File: config.mk
export PLATFORM = sky130hd
export DESIGN_NAME = mem_burst_reader
export DESIGN_NICKNAME = d
export VERILOG_FILES = /design/src/rtl/mem_burst_reader_pkg.sv /design/src/rtl/mem_burst_reader_fifo.sv /design/src/rtl/mem_burst_reader.sv
export SDC_FILE = /design/constraint.sdc
export NUM_CORES = 1
export LEC_CHECK = 0
export CAP_MARGIN = 20
export CORE_UTILIZATION = 62
export CTS_CLUSTER_DIAMETER = 60
export DETAILED_ROUTE_END_ITERATION = 8
export DONT_BUFFER_PORTS = 1
export GPL_TIMING_DRIVEN = 0
export MAX_ROUTING_LAYER = met4
export PLACE_DENSITY = 0.8
export SYNTH_ARGS = -nofsm -noshare
export SYNTH_HDL_FRONTEND = slang
export SYNTH_HIERARCHICAL = 1
export SYNTH_SLANG_ARGS = --single-unit
File: constraint.sdc
create_clock -name clk -period 3.86 [get_ports clk]
set_input_delay 0.772 -clock clk [delete_from_list [all_inputs] [get_ports clk]]
set_output_delay 0.772 -clock clk [all_outputs]
set_load 0.03 [all_outputs]
File: src/rtl/mem_burst_reader_pkg.sv
// Shared types and sizing for the burst read sequencer.
package mem_burst_reader_pkg;

   typedef enum logic [1:0] {
      IDLE  = 2'd0,
      READ  = 2'd1,
      DRAIN = 2'd2
   } state_t;

   localparam int FIFO_DEPTH = 2;
   localparam int CNT_W      = $clog2(FIFO_DEPTH + 1);

endpackage

File: src/rtl/mem_burst_reader_fifo.sv
// Two-entry FIFO holding returned words tagged with their last flag.
module rd_fifo2
   import mem_burst_reader_pkg::*;
#(
   parameter int W = 9
) (
   input  logic             clk,
   input  logic             rst,
   input  logic             push,
   input  logic             pop,
   input  logic [W-1:0]     din,
   output logic [W-1:0]     dout,
   output logic [CNT_W-1:0] count
);

   logic [W-1:0] mem [FIFO_DEPTH];
   logic         wr_ptr;
   logic         rd_ptr;

   always_ff @(posedge clk or posedge rst) begin
      if (rst) begin
         for (int i = 0; i < FIFO_DEPTH; i++) mem[i] <= '0;
         wr_ptr <= 1'b0;
         rd_ptr <= 1'b0;
         count  <= '0;
      end else begin
         if (push) begin
            mem[wr_ptr] <= din;
            wr_ptr      <= ~wr_ptr;
         end
         if (pop) rd_ptr <= ~rd_ptr;
         case ({push, pop})
            2'b10:   count <= count + 1'b1;
            2'b01:   count <= count - 1'b1;
            default: count <= count;
         endcase
      end
   end

   assign dout = mem[rd_ptr];

endmodule

File: src/rtl/mem_burst_reader.sv
// Burst read sequencer: issues addresses to a synchronous-read memory and
// streams the returned words out over valid/ready with a last marker.
module mem_burst_reader
   import mem_burst_reader_pkg::*;
#(
   parameter int BITS         = 8,
   parameter int ADDRESS_SIZE = 4
) (
   input  logic                    clk,
   input  logic                    rst,
   input  logic                    start,
   input  logic [ADDRESS_SIZE-1:0] base_addr,
   input  logic [ADDRESS_SIZE:0]   length,
   output logic                    busy,
   output logic                    done,
   output logic [ADDRESS_SIZE-1:0] mem_address,
   input  logic [BITS-1:0]         mem_data,
   output logic [BITS-1:0]         out_data,
   output logic                    out_valid,
   input  logic                    out_ready,
   output logic                    out_last
);

   state_t                  state_q, state_d;
   logic                    done_d;
   logic [ADDRESS_SIZE-1:0] addr_q;
   logic [ADDRESS_SIZE:0]   rem_issue_q;
   logic [ADDRESS_SIZE:0]   rem_out_q;
   logic                    inflight;
   logic                    inflight_last;
   logic                    issue;
   logic                    issue_last;
   logic                    pop;
   logic                    accept;
   logic [CNT_W-1:0]        fifo_count;
   logic [CNT_W:0]          credit_used;

   assign pop    = out_valid && out_ready;
   assign accept = (state_q == IDLE) && start && (length != '0);

   // Words already owed to the FIFO after this edge; must stay below depth.
   assign credit_used = {1'b0, fifo_count} + {{CNT_W{1'b0}}, inflight}
                        - {{CNT_W{1'b0}}, pop};
   assign issue       = (state_q == READ) && (rem_issue_q != '0)
                        && (credit_used < (CNT_W+1)'(FIFO_DEPTH));
   assign issue_last  = (rem_issue_q == (ADDRESS_SIZE+1)'(1));

   always_comb begin
      state_d = state_q;
      done_d  = 1'b0;
      case (state_q)
         IDLE: begin
            if (start) begin
               if (length != '0) state_d = READ;
               else              done_d  = 1'b1;
            end
         end
         READ: begin
            if (issue && issue_last) state_d = DRAIN;
         end
         DRAIN: begin
            if (pop && rem_out_q == (ADDRESS_SIZE+1)'(1)) begin
               state_d = IDLE;
               done_d  = 1'b1;
            end
         end
         default: state_d = IDLE;
      endcase
   end

   always_ff @(posedge clk or posedge rst) begin
      if (rst) begin
         state_q <= IDLE;
         done    <= 1'b0;
      end else begin
         state_q <= state_d;
         done    <= done_d;
      end
   end

   always_ff @(posedge clk or posedge rst) begin
      if (rst) begin
         addr_q        <= '0;
         rem_issue_q   <= '0;
         rem_out_q     <= '0;
         inflight      <= 1'b0;
         inflight_last <= 1'b0;
      end else begin
         inflight      <= issue;
         inflight_last <= issue && issue_last;
         if (accept) begin
            addr_q      <= base_addr;
            rem_issue_q <= length;
            rem_out_q   <= length;
         end else begin
            if (issue) begin
               addr_q      <= addr_q + 1'b1;
               rem_issue_q <= rem_issue_q - 1'b1;
            end
            if (pop && rem_out_q != '0) rem_out_q <= rem_out_q - 1'b1;
         end
      end
   end

   rd_fifo2 #(.W(BITS + 1)) u_fifo (
      .clk   (clk),
      .rst   (rst),
      .push  (inflight),
      .pop   (pop),
      .din   ({inflight_last, mem_data}),
      .dout  ({out_last, out_data}),
      .count (fifo_count)
   );

   assign out_valid   = (fifo_count != '0);
   assign busy        = (state_q != IDLE);
   assign mem_address = addr_q;

endmodule

==> flow_summary.yaml <==
status:
  run_status: "complete, no violations"
cells_and_area:
  insertedDiodeCount: 0
  final_area_um2: 2250
  seq_area_um2: 1030
  nets: 214
  n_fill_cell: 243
  layout.cells.most_common: "dfrtp_1"
  multi_input_area_um2: 1020
  area_delta_synth_final_pct: 5.63
  final_core_util_pct: 71.4
  final_cell_mix: "dfrtp_1 (41), mux2_2 (28), inv_1 (14), ha_1 (9)"
  layout-drive-gt1-share_pct: 28.8
sta:
  fin_crit_ns: 3.32
  drv_slew: 0
  finalHoldViolations: 0
  rsz0062_at_grt: "false"
  final.setup_skew_ns: 0.00871
  worst_slew_pin_slew_ns: 0.803
  worst_hold_slack_ns: 0.389
  fin_crit_sh_pct: 85.9
  max_slew_margin_pct: 46.4
  fmax_mhz: 302
  setup_viol: 0
  fin_setup_tns_ns: 0
synthesis:
  syn_nets: 207
  ys.flop_type: "dfrtp_1"
  synth_top_area_share_pct: 48.1
  avgSynthCellArea_um2: 12.1
  async_reset_ff_share_pct: 100
  yosys.area.top_type: "dfrtp_1"
  ys_top_cells_by_area: "dfrtp_1 (48%), mux2_2 (15%), ha_1 (5.3%), inv_1 (2.5%), xnor2_1 (2.1%)"
  syn_area_um2: 2130
  seq_area_frac_synth_pct: 48.1
  synthCells: 176
  yosysWarnings: 6
  ys_ff_latch: 41
  synth_cell_types: 45
  synth-edff-count: 0
setup_path:
  critPathMaxFanout: 6
  critPathKind: "flop to flop"
  r2r_cells: 9
  crit_start: "u_fifo/count[1]"
  worstSetupEndpointType: "flop"
  reg2reg_from: "u_fifo/count[1]"
  cp_data_required_time_ns: 4.18
  arrival_ns: 3.63
  startpoint_type: "flop"
power:
  p_total_w: 0.00218
  p_clk_share_pct: 10.9
  powerDensity_nw_per_um2: 967
  sw_frac_of_total_pct: 44.0
  combPwrFrac_pct: 51.0
  intPower_w: 0.00122
  switchingPower_w: 0.000959
  p_seq_share_pct: 38.0
  p_leak_nw: 1.02
  ir_drop_mv: 0.561
job:
  cap_violations: 0
drt:
  ant_nets: 0
  route.detailed.drc: 0
  wire_per_inst_um: 17.5
  drt_iter0_drc: 43
  dr.pass1.iters: 4
  vias: 1392
  via_per_inst: 6.11
  drt-total-wl_mm: 3.99
global_routing:
  antenna_found_initial: 0
  grt_usage_pct: 26.3
  overflow: 0
  grt_max_degree: 23
  grt_pass1_vias: 1461
  grt_pass1_wl_mm: 6.51
floorplan:
  initial_core_util_pct: 67.6
  ios: 37
  core.rowCount: 20
  dieArea_um2: 3680
  die_h_um: 60.6
  die_x_um: 60.6
  core_um2: 3150
clock_network:
  cts_tree: "built"
  cts.sinks: 41
  post_cts_buffers: 0
  postCtsResizedCells: 0
  cts-root-buf: "clkbuf_4"
  clockBufferDepth: 2
  clk_latency_ns: 0.37
  cts_max_level: 2
  numCtsBuffers: 5
  clkTransAtPathRegs_ns: 0.13
  hold_buffers: 0
place:
  port_buffers: 0
  placed_cell_area_um2: 2190
  finalWeightedCongestion: 0.763
  dp_hpwl_mm: 3.02
min_path:
  hold_class: "primary input to async pin"
-- critical path, stage by stage, from the launching register on --
cell      delay [ns]
dfrtp_1         0.47
o21ai_0         0.34
inv_1           0.22
ha_1            0.34
nand2b_1        0.16
fa_1            0.49
nand3b_1        0.12
nand2b_1        0.25
nor4b_1         0.67
a31o_2          0.19
-- Yosys cell counts (all sizes together) (3+ instances only) --
cell type  instances
nor3               4
inv               15
xnor2              5
nor4b              3
ha                 9
o21ai              7
a31oi              3
nor2               9
a221o              5
nand2              6
a21o               3
dfrtp             41
mux2              28
nand2b             3
xor2               4
-- state kept, by name, indices dropped and copies added, names as in the netlist --
register	cells
state_q	2
inflight	1
u_fifo/wr_ptr	1
rem_out_q	5
u_fifo/count	2
rem_issue_q	5
done	1
inflight_last	1
u_fifo/mem	18
mem_address	4
u_fifo/rd_ptr	1
-- cell families after synthesis --
family / Yosys count / synth area share, %
fa+ha+maj: 10 / 6.22
compound gates: 29 / 10.4
flops: 41 / 48.1
buf+inv: 18 / 4.05
simple gates: 39 / 11.7
mux: 30 / 15.7
xor+xnor: 9 / 3.70
-- worst paths after layout --
path,slack [ns],to
setup / recovery,0.54,state_q[1]
hold / removal,0.39,state_q[0]
setup reg to reg,0.54,state_q[1]
hold reg to reg,0.51,u_fifo/mem[6]
max in group asynchronous,2.94,u_fifo/mem[14]
min in group clk,0.51,u_fifo/mem[6]
-- power by group through the flow --
| stage | Clock (W) | Sequential (W) | Combinational (W) |
|---|---|---|---|
| finish | 0.000238 | 0.000828 | 0.00111 |
| detailed placement | 0 | 0.000837 | 0.00112 |
| global route | 0.000257 | 0.000857 | 0.00123 |
| floorplan | 0 | 0.000794 | 0.000952 |
| global placement | 0 | 0.000819 | 0.00106 |
| CTS | 0.000242 | 0.000828 | 0.00112 |
-- routing by layer --
layer  share of wire [%]  global-route usage (%)  vias to the layer above
met5                   0                       -                        -
met4                 2.1                    12.7                        0
met3                 4.6                    5.97                        8
met2                  52                    43.8                       39
met1                  42                    29.8                      698
li1                    -                       -                      647
-- through the flow --
step | instances | setup WS [ns]
6_report | 228 | 0.544
5_1_grt | 228 | 0.378
4_1_cts | 228 | 0.528
3_5_place_dp | 220 | 0.427
3_3_place_gp | 220 | 0.590
2_1_floorplan | 176 | 0.903
-- layout make-up --
class                           instances  share of cell area (%)
Tap cell                               44                    2.44
Buffer                                  3                    1.33
Inverter                               15                    2.50
Multi-Input combinational cell        117                    45.3
Clock inverter                          2                   0.611
Sequential cell                        41                    45.6
Clock buffer                            6                    2.28
Note: power is estimated with default switching activity, not from simulation.
==> RTL change 1, RTL diff (same settings) <==
`ADDRESS_SIZE`: 4 -> 2.
--- a/src/rtl/mem_burst_reader.sv
+++ b/src/rtl/mem_burst_reader.sv
@@ -6,3 +6,3 @@
    parameter int BITS         = 8,
-   parameter int ADDRESS_SIZE = 4
+   parameter int ADDRESS_SIZE = 2
 ) (
Ports: changed (resized base_addr, length and mem_address); port bits go from 37 to 31. No check against the original RTL was run, so the function may have changed too.
==> RTL change 1 against the unedited design <==
- sequential cell count shrank 6
- design area is 16% lower
- worst setup slack improved by 0.29 ns
- area after synthesis shrank 17%
- wire length shrank 23%
- sequential power down 17%
- power is 16% lower
- count of clock-buffer cells in the layout increased by 1
- via count fell by 20%
==> RTL change 1: results (changes against the unedited design) <==
[global_route]
track_usage_pct = 22.3  ; -4.0 points
grt_pass1_wl_um = 5150  ; -21%
first_global_vias = 1163  ; -20%

[critical_path]
reg2reg_slack_ns = 0.84  ; +0.29 ns
worstPathArrival_ns = 3.29  ; -0.34 ns

[pwr]
p_int_w = 0.00104  ; -15%
seq_power_share_pct = 37.7  ; -0.3 points
pg_clk_w = 0.000227  ; -5%
p_leak_nw = 0.849  ; -17%

[cells_and_area]
n_clock_buffer = 7  ; +1
drive_gt1_share_pct = 31.5  ; +2.7 points
fillCellCount = 186  ; -23%
largest_registers = u_fifo/mem: 18 flops, rem_issue_q: 3 flops, rem_out_q: 3 flops
buffer_area_share_pct = 0.531  ; -0.80 points
multi_input_area_share_pct = 44.1  ; -1.2 points
clkCellAreaFrac_pct = 3.85  ; +0.96 points

[routing]
wl_met1_um = 1340  ; -20%
wl_per_cell_um = 17.0  ; -2.6%
initialDrtViolationCount = 18  ; -58%

[synth]
syn_avg_cell_area_sq_um = 12.6  ; +3.9%
synth_cell_types = 37  ; -18%

[placed_design]
place_congestion = 0.914  ; +20%
place_worst_setup_slack_ns = 0.719  ; +0.291 ns
place_area_sq_mm = 0.00181  ; -17%

[status]
status = completed

[clock_network]
clkTransAtPathRegs_ns = 0.11  ; -0.02 ns
clk_latency_ns = 0.33  ; -0.04 ns

[sta]
finalClockSkew_ns = 0.00875  ; +0.0000414 ns

## RTL change 1: changes by cell type after synthesis, sizes merged, moves of 3 or more
| cell | change |
|---|---|
| a221o | -5 |
| nor4b | -3 |
| dfrtp | -6 |
| o21ai | -5 |
| nor2 | -6 |
| a2bb2oi | +3 |
| a21o | -3 |
## RTL change 1: kinds of logic (layout without fill, tap and decap cells)
logic type	Yosys count	after routing	share of synthesized area [%]
AO/OA/AOI/OAI	20	20	9.24
XOR/XNOR	7	7	3.46
adder cells (fa/ha/maj)	9	9	6.77
buffers and inverters	17	25	3.74
flip-flops	35	35	49.4
multiplexers	27	27	17.1
AND/OR/NAND/NOR	26	26	10.3
## RTL change 1: final timing paths
kind	endpoint	cells after the start
worst min register to register	u_fifo/mem[2]	1
worst max-delay path	mem_address[1]	8
worst min-delay path	rem_out_q[1]	1
min in group clk	u_fifo/mem[2]	1
max in group asynchronous	u_fifo/mem[10]	1
worst max register to register	mem_address[1]	8
==> RTL change 2, RTL diff (same flow settings) <==
Made on the original files. Re-encode `state_t` (3 states) as one-hot, 3 bits wide.
--- a/src/rtl/mem_burst_reader_pkg.sv
+++ b/src/rtl/mem_burst_reader_pkg.sv
@@ -3,6 +3,6 @@
 
-   typedef enum logic [1:0] {
-      IDLE  = 2'd0,
-      READ  = 2'd1,
-      DRAIN = 2'd2
+   typedef enum logic [2:0] {
+      IDLE  = 3'b001,
+      READ  = 3'b010,
+      DRAIN = 3'b100
    } state_t;
Check against the original RTL: no difference found for any inputs over 10 cycles, from zero or initial values and one cycle with rst high; not proved beyond that.
==> RTL change 2 against the unedited design <==
- design area rose by 1.1%
- hold slack improved by 0.043 ns
- wire length fell by 2.3%
- power fell by 11%
- clock power fell by 7%
- sequential cell count rose by 1
- area after synthesis rose by 1.2%
- sequential power rose by 2%
- die area rose by 1.2%
- global-route usage fell by 2.0 points
- worst setup slack improved by 0.32 ns
- highest routed layer unchanged
==> RTL change 2: results (changes against the unedited design) <==
[synth]
synth_area_leaders = dfrtp_1, mux2_2, ha_1
ys.flop_type = dfrtp_1
syn_nets = 216  ; +4.3%
synthArstFlopShare_pct = 100  ; unchanged
ys_warn_count = 6  ; unchanged
synth_cell_types = 48  ; +6.7%
syn-instance-count = 185  ; +5.1%
ys_top_cells_by_count = dfrtp_1, mux2_2, inv_1, nor2_1, ha_1
ys_seq_area_share_pct = 48.8  ; +0.63 points

[routing]
drtPass1Iterations = 4  ; unchanged
vias_per_cell = 6.08  ; -0.49%
initialDrtViolationCount = 58  ; +35%
wl_per_cell_um = 16.3  ; -6.8%

[clock_network]
cts_buffer_depth = 2  ; unchanged
htreeDepth = 2  ; unchanged
clk_latency_ns = 0.34  ; -0.03 ns
cts_root_buf = clkbuf_4
post_cts_buffers = 0  ; unchanged
cts_resized = 0  ; unchanged
clkTransAtPathRegs_ns = 0.12

[cells_and_area]
antenna_cells = 0  ; unchanged
layout.cells.non_filler = 239  ; +4.8%
drive_gt1_share_pct = 27.5  ; -1.3 points
largest_registers = u_fifo/mem: 18 flops, rem_issue_q: 5 flops, rem_out_q: 5 flops
fillCellCount = 256  ; +5.3%

[sta]
finalCriticalPeriod_ns = 3.00  ; -0.318 ns
tightestPinTransition_ns = 0.757  ; -0.0455 ns
finalClockSkew_ns = 0.0134  ; +0.00470 ns

[placed_design]
place_worst_setup_slack_ns = 0.662  ; +0.235 ns
dp.cells = 231  ; +5.0%
place_congestion = 0.898  ; +18%
hpwl_um = 2950  ; -2.3%
io_buffers = 0  ; unchanged
place_area_sq_mm = 0.00222  ; +1.3%

[critical_path]
rr_startpoint = u_fifo/count[1]
worstPathArrival_ns = 3.23  ; -0.40 ns
reg2reg_depth = 9  ; unchanged
worstSetupPathType = reg2reg
crit_path_max_fanout = 9  ; +3
reg2reg_slack_ns = 0.86  ; +0.32 ns
r2r-end = mem_address[0]

[pwr]
peakVddDrop_mv = 0.489  ; -13%
p_leak_nw = 1.03  ; +0.97%

[hold_path]
holdCritPathClass = in2async

[global_route]
grt_max_degree = 23  ; unchanged
first_global_vias = 1445  ; -1.1%
track_usage_pct = 24.3  ; -2.0 points
grt_pass1_wl_um = 6240  ; -4.0%
antenna_found_initial = 0  ; unchanged

[status]
status = completed

[RTL change 2: changes by cell type in the layout (fill, tap and decap cells not counted), sizes merged, moves of 3 or more]
| cell | delta |
|---|---|
| o21ai | +3 |
| nor4b | -3 |
| nand4 | +3 |
| nand3 | +5 |
| a21oi | +5 |
| a221o | -4 |
[RTL change 2: cell families after synthesis]
kind of cell               after synthesis  share of synthesized area [%]
muxes                                   29                           15.1
adders and majority gates               10                           6.15
DFF                                     42                           48.8
and+or+nand+nor                         43                           11.4
xor gates and xnor gates                 8                           3.25
AOI/OAI and AO/OA                       35                           11.8
buffers and inverters                   18                           3.59
[RTL change 2: how the worst min path moves through the flow]
stage | from | to | slack, ns | depth (start not counted)
after floorplan | rem_issue_q[1] | rem_issue_q[1] | 0.47 | 1
final | rst | done | 0.43 | 1
after global routing | rst | rem_out_q[1] | 0.50 | 1
after detailed placement | u_fifo/mem[5] | u_fifo/mem[5] | 0.49 | 1
after CTS | rst | state_q[1] | 0.46 | 1
after global placement | u_fifo/mem[0] | u_fifo/mem[0] | 0.48 | 1
[RTL change 2: power by group]
group	internal, W	switching (W)	leakage (nW)
registers	0.000636	0.000205	0.511
logic	0.000368	0.000501	0.487
clock network	0.0000884	0.000132	0.0353
[RTL change 2: stage by stage]
| stage | util [%] | hold WS [ns] |
|---|---|---|
| 2_1_floorplan | - | 0.472 |
| 3_3_place_gp | 66.4 | 0.481 |
| 3_5_place_dp | 66.4 | 0.494 |
| 4_1_cts | 68.2 | 0.455 |
| 5_1_grt | 68.2 | 0.496 |
| 6_report | 68.2 | 0.432 |
[RTL change 2: cell type report]
| type | instances | area (sq um) | area share (%) |
|---|---|---|---|
| buffer | 3 | 21.3 | 0.935 |
| clock buffer | 7 | 55.1 | 2.42 |
| clock inverter | 1 | 5.00 | 0.220 |
| inverter | 15 | 56.3 | 2.47 |
| multi-input combinational | 125 | 1030 | 45.2 |
| sequential | 42 | 1050 | 46.2 |
| tap | 46 | 57.6 | 2.53 |
[RTL change 2: per-layer routing]
layer  share of wire, %  global-route usage [%]  vias to the layer above
met5                  0                       -                        -
met4                1.4                    9.74                        0
met3                5.1                    5.12                        6
met2                 53                    42.2                       46
met1                 41                    27.1                      724
li1                   -                       -                      676
[RTL change 2: worst max-delay path, stage by stage (launching register included)]
cell      delay [ns]
dfrtp_1         0.49
o21a_1          0.41
ha_1            0.30
nand2b_1        0.16
fa_1            0.40
xnor2_1         0.34
nand3_2         0.17
inv_1           0.20
nor2_1          0.13
a221o_1         0.32
